### config.mk
export PLATFORM = sky130hd
export DESIGN_NAME = count_job_scheduler
export DESIGN_NICKNAME = d
export VERILOG_FILES = /design/src/rtl/count_pkg.sv /design/src/rtl/count_req_fifo.sv /design/src/rtl/count_job_scheduler.sv
export SDC_FILE = /design/constraint.sdc
export NUM_CORES = 1
export LEC_CHECK = 0
export BUFFER_PORTS_ARGS = -buffer_cell sky130_fd_sc_hd__buf_2
export CORE_ASPECT_RATIO = 0.6
export CORE_MARGIN = 3
export CORE_UTILIZATION = 60
export DETAILED_ROUTE_END_ITERATION = 12
export PLACE_DENSITY = 0.82
export SYNTH_ARGS = -nofsm -noshare
export SYNTH_HDL_FRONTEND = slang
export SYNTH_HIERARCHICAL = 1
export SYNTH_SLANG_ARGS = --single-unit
### constraint.sdc
create_clock -name clk -period 3.9 [get_ports clk]
set_clock_uncertainty 0.2 [all_clocks]
set_input_delay 0.78 -clock clk [delete_from_list [all_inputs] [get_ports clk]]
set_output_delay 0.78 -clock clk [all_outputs]
set_load 0.02 [all_outputs]
### src/rtl/count_pkg.sv
// rtl/count_pkg.sv - shared constants and FSM encoding for the count job scheduler
package count_pkg;

  localparam int COUNT_DWIDTH = 7;

  localparam logic [1:0] S_IDLE  = 2'd0;
  localparam logic [1:0] S_ISSUE = 2'd1;
  localparam logic [1:0] S_WAIT  = 2'd2;
  localparam logic [1:0] S_RESP  = 2'd3;

  typedef enum logic [1:0] {
    ST_IDLE  = S_IDLE,
    ST_ISSUE = S_ISSUE,
    ST_WAIT  = S_WAIT,
    ST_RESP  = S_RESP
  } sched_state_e;

endpackage

### src/rtl/count_req_fifo.sv
// rtl/count_req_fifo.sv - request FIFO, extra-bit pointers, registered-only outputs
module count_req_fifo #(
  parameter int WIDTH = 11,
  parameter int DEPTH = 4
) (
  input  logic                     clk,
  input  logic                     rst_n,
  input  logic                     push_i,
  input  logic [WIDTH-1:0]         wdata_i,
  input  logic                     pop_i,
  output logic [WIDTH-1:0]         rdata_o,
  output logic                     full_o,
  output logic                     empty_o,
  output logic [$clog2(DEPTH):0]   level_o
);

  localparam int AW = $clog2(DEPTH);

  logic [WIDTH-1:0] mem [DEPTH];
  logic [AW:0]      wr_ptr;
  logic [AW:0]      rd_ptr;
  logic             push_ok;
  logic             pop_ok;

  // Full is judged before any same-cycle pop, so a full FIFO never accepts.
  assign empty_o = (wr_ptr == rd_ptr);
  assign full_o  = (wr_ptr[AW] != rd_ptr[AW]) && (wr_ptr[AW-1:0] == rd_ptr[AW-1:0]);
  assign level_o = wr_ptr - rd_ptr;
  assign rdata_o = mem[rd_ptr[AW-1:0]];
  assign push_ok = push_i && !full_o;
  assign pop_ok  = pop_i && !empty_o;

  always_ff @(posedge clk or negedge rst_n) begin
    if (!rst_n) begin
      wr_ptr <= '0;
      rd_ptr <= '0;
    end else begin
      if (push_ok) wr_ptr <= wr_ptr + 1'b1;
      if (pop_ok)  rd_ptr <= rd_ptr + 1'b1;
    end
  end

  always_ff @(posedge clk) begin
    if (push_ok) mem[wr_ptr[AW-1:0]] <= wdata_i;
  end

endmodule

### src/rtl/count_job_scheduler.sv
// rtl/count_job_scheduler.sv - queues count jobs, issues them to the controller, returns tagged responses
module count_job_scheduler
  import count_pkg::*;
#(
  parameter int DWIDTH = COUNT_DWIDTH,
  parameter int TAGW   = 4,
  parameter int DEPTH  = 4
) (
  input  logic                     clk,
  input  logic                     rst_n,
  input  logic                     req_valid_i,
  output logic                     req_ready_o,
  input  logic [DWIDTH-1:0]        req_len_i,
  input  logic [TAGW-1:0]          req_tag_i,
  output logic                     start_o,
  output logic [DWIDTH-1:0]        cnt_val_o,
  input  logic                     run_i,
  input  logic                     done_i,
  output logic                     rsp_valid_o,
  input  logic                     rsp_ready_i,
  output logic [TAGW-1:0]          rsp_tag_o,
  output logic                     rsp_err_o,
  output logic [$clog2(DEPTH):0]   level_o,
  output logic                     busy_o
);

  localparam int FW = DWIDTH + TAGW;

  sched_state_e      state;
  logic [DWIDTH-1:0] job_len;
  logic [TAGW-1:0]   job_tag;
  logic              job_err;

  logic              fifo_full;
  logic              fifo_empty;
  logic              fifo_pop;
  logic [FW-1:0]     fifo_rdata;
  logic [DWIDTH-1:0] head_len;
  logic [TAGW-1:0]   head_tag;

  assign head_len = fifo_rdata[FW-1:TAGW];
  assign head_tag = fifo_rdata[TAGW-1:0];
  assign fifo_pop = (state == ST_IDLE) && !fifo_empty;

  count_req_fifo #(
    .WIDTH (FW),
    .DEPTH (DEPTH)
  ) u_fifo (
    .clk     (clk),
    .rst_n   (rst_n),
    .push_i  (req_valid_i && !fifo_full),
    .wdata_i ({req_len_i, req_tag_i}),
    .pop_i   (fifo_pop),
    .rdata_o (fifo_rdata),
    .full_o  (fifo_full),
    .empty_o (fifo_empty),
    .level_o (level_o)
  );

  // Zero-length jobs would never terminate in the controller, so they skip straight to an error response.
  always_ff @(posedge clk or negedge rst_n) begin
    if (!rst_n) begin
      state   <= ST_IDLE;
      job_len <= '0;
      job_tag <= '0;
      job_err <= 1'b0;
    end else begin
      case (state)
        ST_IDLE: begin
          if (fifo_pop) begin
            job_len <= head_len;
            job_tag <= head_tag;
            if (head_len == '0) begin
              job_err <= 1'b1;
              state   <= ST_RESP;
            end else begin
              state   <= ST_ISSUE;
            end
          end
        end
        ST_ISSUE: state <= ST_WAIT;
        ST_WAIT:  if (done_i) state <= ST_RESP;
        ST_RESP: begin
          if (rsp_ready_i) begin
            job_err <= 1'b0;
            state   <= ST_IDLE;
          end
        end
        default: state <= ST_IDLE;
      endcase
    end
  end

  assign req_ready_o = !fifo_full;
  assign start_o     = (state == ST_ISSUE);
  assign cnt_val_o   = job_len;
  assign rsp_valid_o = (state == ST_RESP);
  assign rsp_tag_o   = job_tag;
  assign rsp_err_o   = job_err;
  assign busy_o      = (state != ST_IDLE) || run_i;

endmodule
* After elaboration in Yosys (flattened, before gate mapping)
Memories as Yosys holds them, arrays and structs flattened. Cells that the tools add are included.
Word-level totals: register bits 20, bits in writable memories 44, input bits 17, output and inout bits 19, logic and storage cells 46, memories kept 1
Memory list:
- u_fifo.mem | depth 4, width 11, rd ports 1, clocked after memory_dff 0, wr ports 1, line count_req_fifo.sv:19 | logic [WIDTH-1:0] mem [DEPTH];
Cells by class: $add $sub $neg 3, equality and inequality tests 10, muxes and demuxes 11, reductions and logical operators 15
Operators by type and width (number):
- $mux 2 | 4
- $pmux 2 s4 | 1
- $logic_not 7->1 | 1
- $add 3x1->3 const B | 2
- $ne 2x1->1 const B | 3
- $logic_and 1x1->1 | 5
- $mux 1 | 5
- $eq 2x2->1 const B | 2
- $reduce_and 4->1 | 1
- $reduce_bool 2->1 | 2
- $eq 3x3->1 | 1
- $reduce_and 3->1 | 1
- $sub 3x3->3 | 1
- $eq 2x1->1 const B | 1
- $eq 2x2->1 | 1
- $logic_not 1->1 | 2
- $logic_not 2->1 | 1
- $ne 2x2->1 const B | 1
- $pmux 1 s2 | 1
- $reduce_and 2->1 | 1
- $logic_or 1x1->1 | 1
- $ne 1x1->1 | 1

* Logic depth before layout (Yosys ltp)
word-level depth 7, mapped depth 11, mapped depth without buffers 9

* By module
Netlist, hierarchy kept.
By module, submodules not included:
- count_req_fifo | times used 1, cells each 102, area an instance 2042.0 um^2, seq. area each 1471.4 um^2
- count_job_scheduler | times used 1, cells each 56, area an instance 701.9 um^2, seq. area each 350.3 um^2

* Worst setup path after synthesis
No wires, ideal clock.
path kind reg-to-output, start register u_fifo.rd_ptr[1], end output level_o[2], data arrival time 1.665 ns, data required time 2.920 ns, setup slack 1.255 ns, cell stages (with the launch flop) 5, path buffers 1, path through dfrtp_1 -> buf_1 -> inv_1 -> fa_1 -> xnor2_1
Between the ends: cells in the longest elaborated chain, start to end 1
RTL lines:
- from (decl) | line count_req_fifo.sv:21 | logic [AW:0] rd_ptr;
- from (signal assigned) | line count_req_fifo.sv:39 | if (pop_ok) rd_ptr <= rd_ptr + 1'b1;
- $sub 3x3->3 | line count_req_fifo.sv:28 | assign level_o = wr_ptr - rd_ptr;
- to (decl) | line count_job_scheduler.sv:23 | output logic [$clog2(DEPTH):0] level_o,
Every way passes these cells.

* Final worst setup path
start register u_fifo.rd_ptr[1], end output req_ready_o
Between the ends: cells in the longest elaborated chain, start to end 3
RTL lines:
- $eq 2x2->1 | line count_req_fifo.sv:27 | assign full_o = (wr_ptr[AW] != rd_ptr[AW]) && (wr_ptr[AW-1:0] == rd_ptr[AW-1:0]);
- $logic_and 1x1->1 | line count_req_fifo.sv:27
- named net fifo_full | line count_job_scheduler.sv:34 | logic fifo_full;
- $logic_not 1->1 | line count_job_scheduler.sv:94 | assign req_ready_o = !fifo_full;
- to (decl) | line count_job_scheduler.sv:12 | output logic req_ready_o,
The timed path passes the listed nets, and every way through them passes these cells.

==> impl_metrics.toml <==
[outcome]
status = "completed"

[pwr]
power.density_nw_per_um2 = 918
max-vdd-ir-drop_v = 0.000390
total_leakage_power_nw = 1.28
power_mw = 2.91

[finish]
n_antenna_cell = 0
fin_util_pct = 74.5
nFillCells = 245
fin_nets = 232
drive_gt1_share_pct = 38.2
area_delta_synth_final_pct = 15.6

[clock_network]
cts_setup_buffers = 0
worstSkewPairLatency_ps = 320
cts_buffers = 9
cts_tree = "done"
clk_path_buf_depth = 2
path_clk_slew_ps = 70
cts_resized = 0
htreeDepth = 3
root_buffer = "clkbuf_8"
cts_num_sinks = 64
hold_buffers = 0

[global_route]
grt-ovfl-total = 0
grt.met2_usage_pct = 31.0
grt_pass1_wl_um = 7690
grt-busiest-layer = "met2"
grt_pass1_vias = 1483
gr-usage-met3_pct = 6.77
grt_usage_pct = 20.2
antenna_found_initial = 0
grt_max_degree = 21
met1_usage_pct = 27.0

[yosys]
async_reset_ff_share_pct = 31.3
synth_common_cells = "44 x edfxtp_1, 20 x dfrtp_1, 15 x inv_1"
ys.flop_type = "edfxtp_1"
synth_simple_gate_area_share_pct = 4.83
ys_types = 31
synth_nets = 188
ys_ff_latch = 64
synth_area_leaders = "edfxtp_1 48%, dfrtp_1 18%, mux4_2 9.0%, ha_1 5.5%, mux2_2 4.9%"
avgSynthCellArea_sq_um = 17.4
synthDominantCellAreaShare_pct = 48.2
yosys.area.top_type = "edfxtp_1"
synth_edf_count = 44
synth-seq-area-share_pct = 66.4
synth_top_family_by_area = "multiplexers"
synthMuxAreaShare_pct = 15.8
syn_area_sq_um = 2740
synth_compound_area_share_pct = 2.60
synth.most_common_cell = "edfxtp_1"
syn_inst = 158
synth_fa_ha_area_share_pct = 6.20
yosys_warnings = 6
synth_xor_area_share_pct = 1.55

[drt]
first_pass_iters = 4
wl_um = 4830
routed_via_density = 5.60
drc = 0
dr_total_vias = 1494
drt-wirelength-per-cell_um = 18.1
dr.first_iter.drc_count = 135
ant_nets = 0

[timing]
worst_slew_pin_slew_ps = 629
final.min_clock_period_ps = 3050
hold_viol = 0
fmax_mhz = 328
rsz0062_at_grt = "false"
fin_crit_sh_pct = 78.3
setup_tns_ps = 0
finalSetupViolations = 0
slew-limit-headroom_pct = 58.1
drv_slew = 0

[placement]
gp_congestion = 0.798
numPortBuffers = 35
post-dp-hpwl_um = 3520

[die]
die_y_um = 58.4
die_area_sq_um = 5450
fp.coreArea_sq_um = 4260
rows = 18
ios = 36
start_util_pct = 64.5
die_x_um = 93.3

[worst_setup_path]
cp_max_fo = 14
worstSetupStartpointType = "register"
crit_type = "reg2out"
setup.worst_path.end_class = "primary output"
required_ps = 2920
arrival_ps = 2070

[min_path]
hold_path_class = "in2async"

[job]
drv_cap = 0
-- metrics by stage --
| step | area, sq um | instances | setup slack [ps] | hold WS (ps) |
|---|---|---|---|---|
| 3_3_place_gp | 2990 | 251 | 1050 | 285 |
| 6_report | 3170 | 267 | 847 | 204 |
| 5_1_grt | 3170 | 267 | 678 | 215 |
| 3_5_place_dp | 2990 | 251 | 966 | 294 |
| 2_1_floorplan | 2740 | 158 | 1260 | 284 |
| 4_1_cts | 3170 | 267 | 863 | 194 |
-- cells by family after synthesis --
logic type	Yosys count
flip-flops	64
multiplexers	27
AND/OR/NAND/NOR	22
buffers and inverters	18
adder cells (fa/ha/maj)	13
AO/OA/AOI/OAI	10
XOR/XNOR	4
-- critical path, stage by stage, from the launching register on --
cell,delay (ps)
dfrtp_1,750
inv_1,170
ha_1,350
nand3_1,170
inv_1,120
inv_1,40
buf_2,150
-- cells in the final DEF, fill, tap and decap left out, drive strengths merged, types with 2 or more instances in the layout --
cell    instances
and3            4
edfxtp         44
xnor2           3
nor2b           2
dfrtp          20
nand2b          2
mux2i           2
o21ai           4
nand2           7
buf            36
clkbuf          9
inv            15
ha             12
mux2           14
nand3           2
a31oi           2
mux4           11
clkinv          5
-- per-layer routing --
layer	wire, um	up-vias
met4	72	0
met2	2230	65
met3	437	6
met5	0	-
li1	-	678
met1	2100	745
-- area by class of cell --
| class | instances | area (sq um) | area share (%) |
|---|---|---|---|
| Sequential cell | 64 | 1820 | 57.4 |
| Multi-Input combinational cell | 76 | 850 | 26.8 |
| Clock buffer | 9 | 124 | 3.91 |
| Timing Repair Buffer | 36 | 183 | 5.76 |
| Clock inverter | 7 | 62.6 | 1.97 |
| Inverter | 15 | 56.3 | 1.78 |
| Tap cell | 60 | 75.1 | 2.37 |
-- where the power goes --
part	leakage, nW	switching, mW	total [mW]	internal (mW)
clock	0.0917	0.230	0.518	0.288
sequential	0.637	0.136	1.11	0.971
combinational	0.555	0.721	1.29	0.566
-- worst paths after layout --
path	start	endpoint	slack, ps	cells past startpoint
worst max-delay path	u_fifo/rd_ptr[1]$_DFFE_PN0P_	req_ready_o	850	6
worst min-delay path	rst_n	state[0]$_DFFE_PN0P_	200	1
worst max register to register	u_fifo/rd_ptr[1]$_DFFE_PN0P_	u_fifo/mem[1][5]$_DFFE_PP_	930	6
worst min register to register	cnt_val_o[3]$_DFFE_PN0P_	cnt_val_o[3]$_DFFE_PN0P_	310	1
max in group asynchronous	rst_n	u_fifo/wr_ptr[1]$_DFFE_PN0P_	2970	1
min in group clk	cnt_val_o[3]$_DFFE_PN0P_	cnt_val_o[3]$_DFFE_PN0P_	310	1
-- state kept, by name, indices dropped and copies added (netlist names) --
register / cells
u_fifo/wr_ptr: 3
cnt_val_o: 7
rsp_err_o: 1
u_fifo/mem: 44
rsp_tag_o: 4
state: 2
u_fifo/rd_ptr: 3
Power figures use the tool's default switching activity.
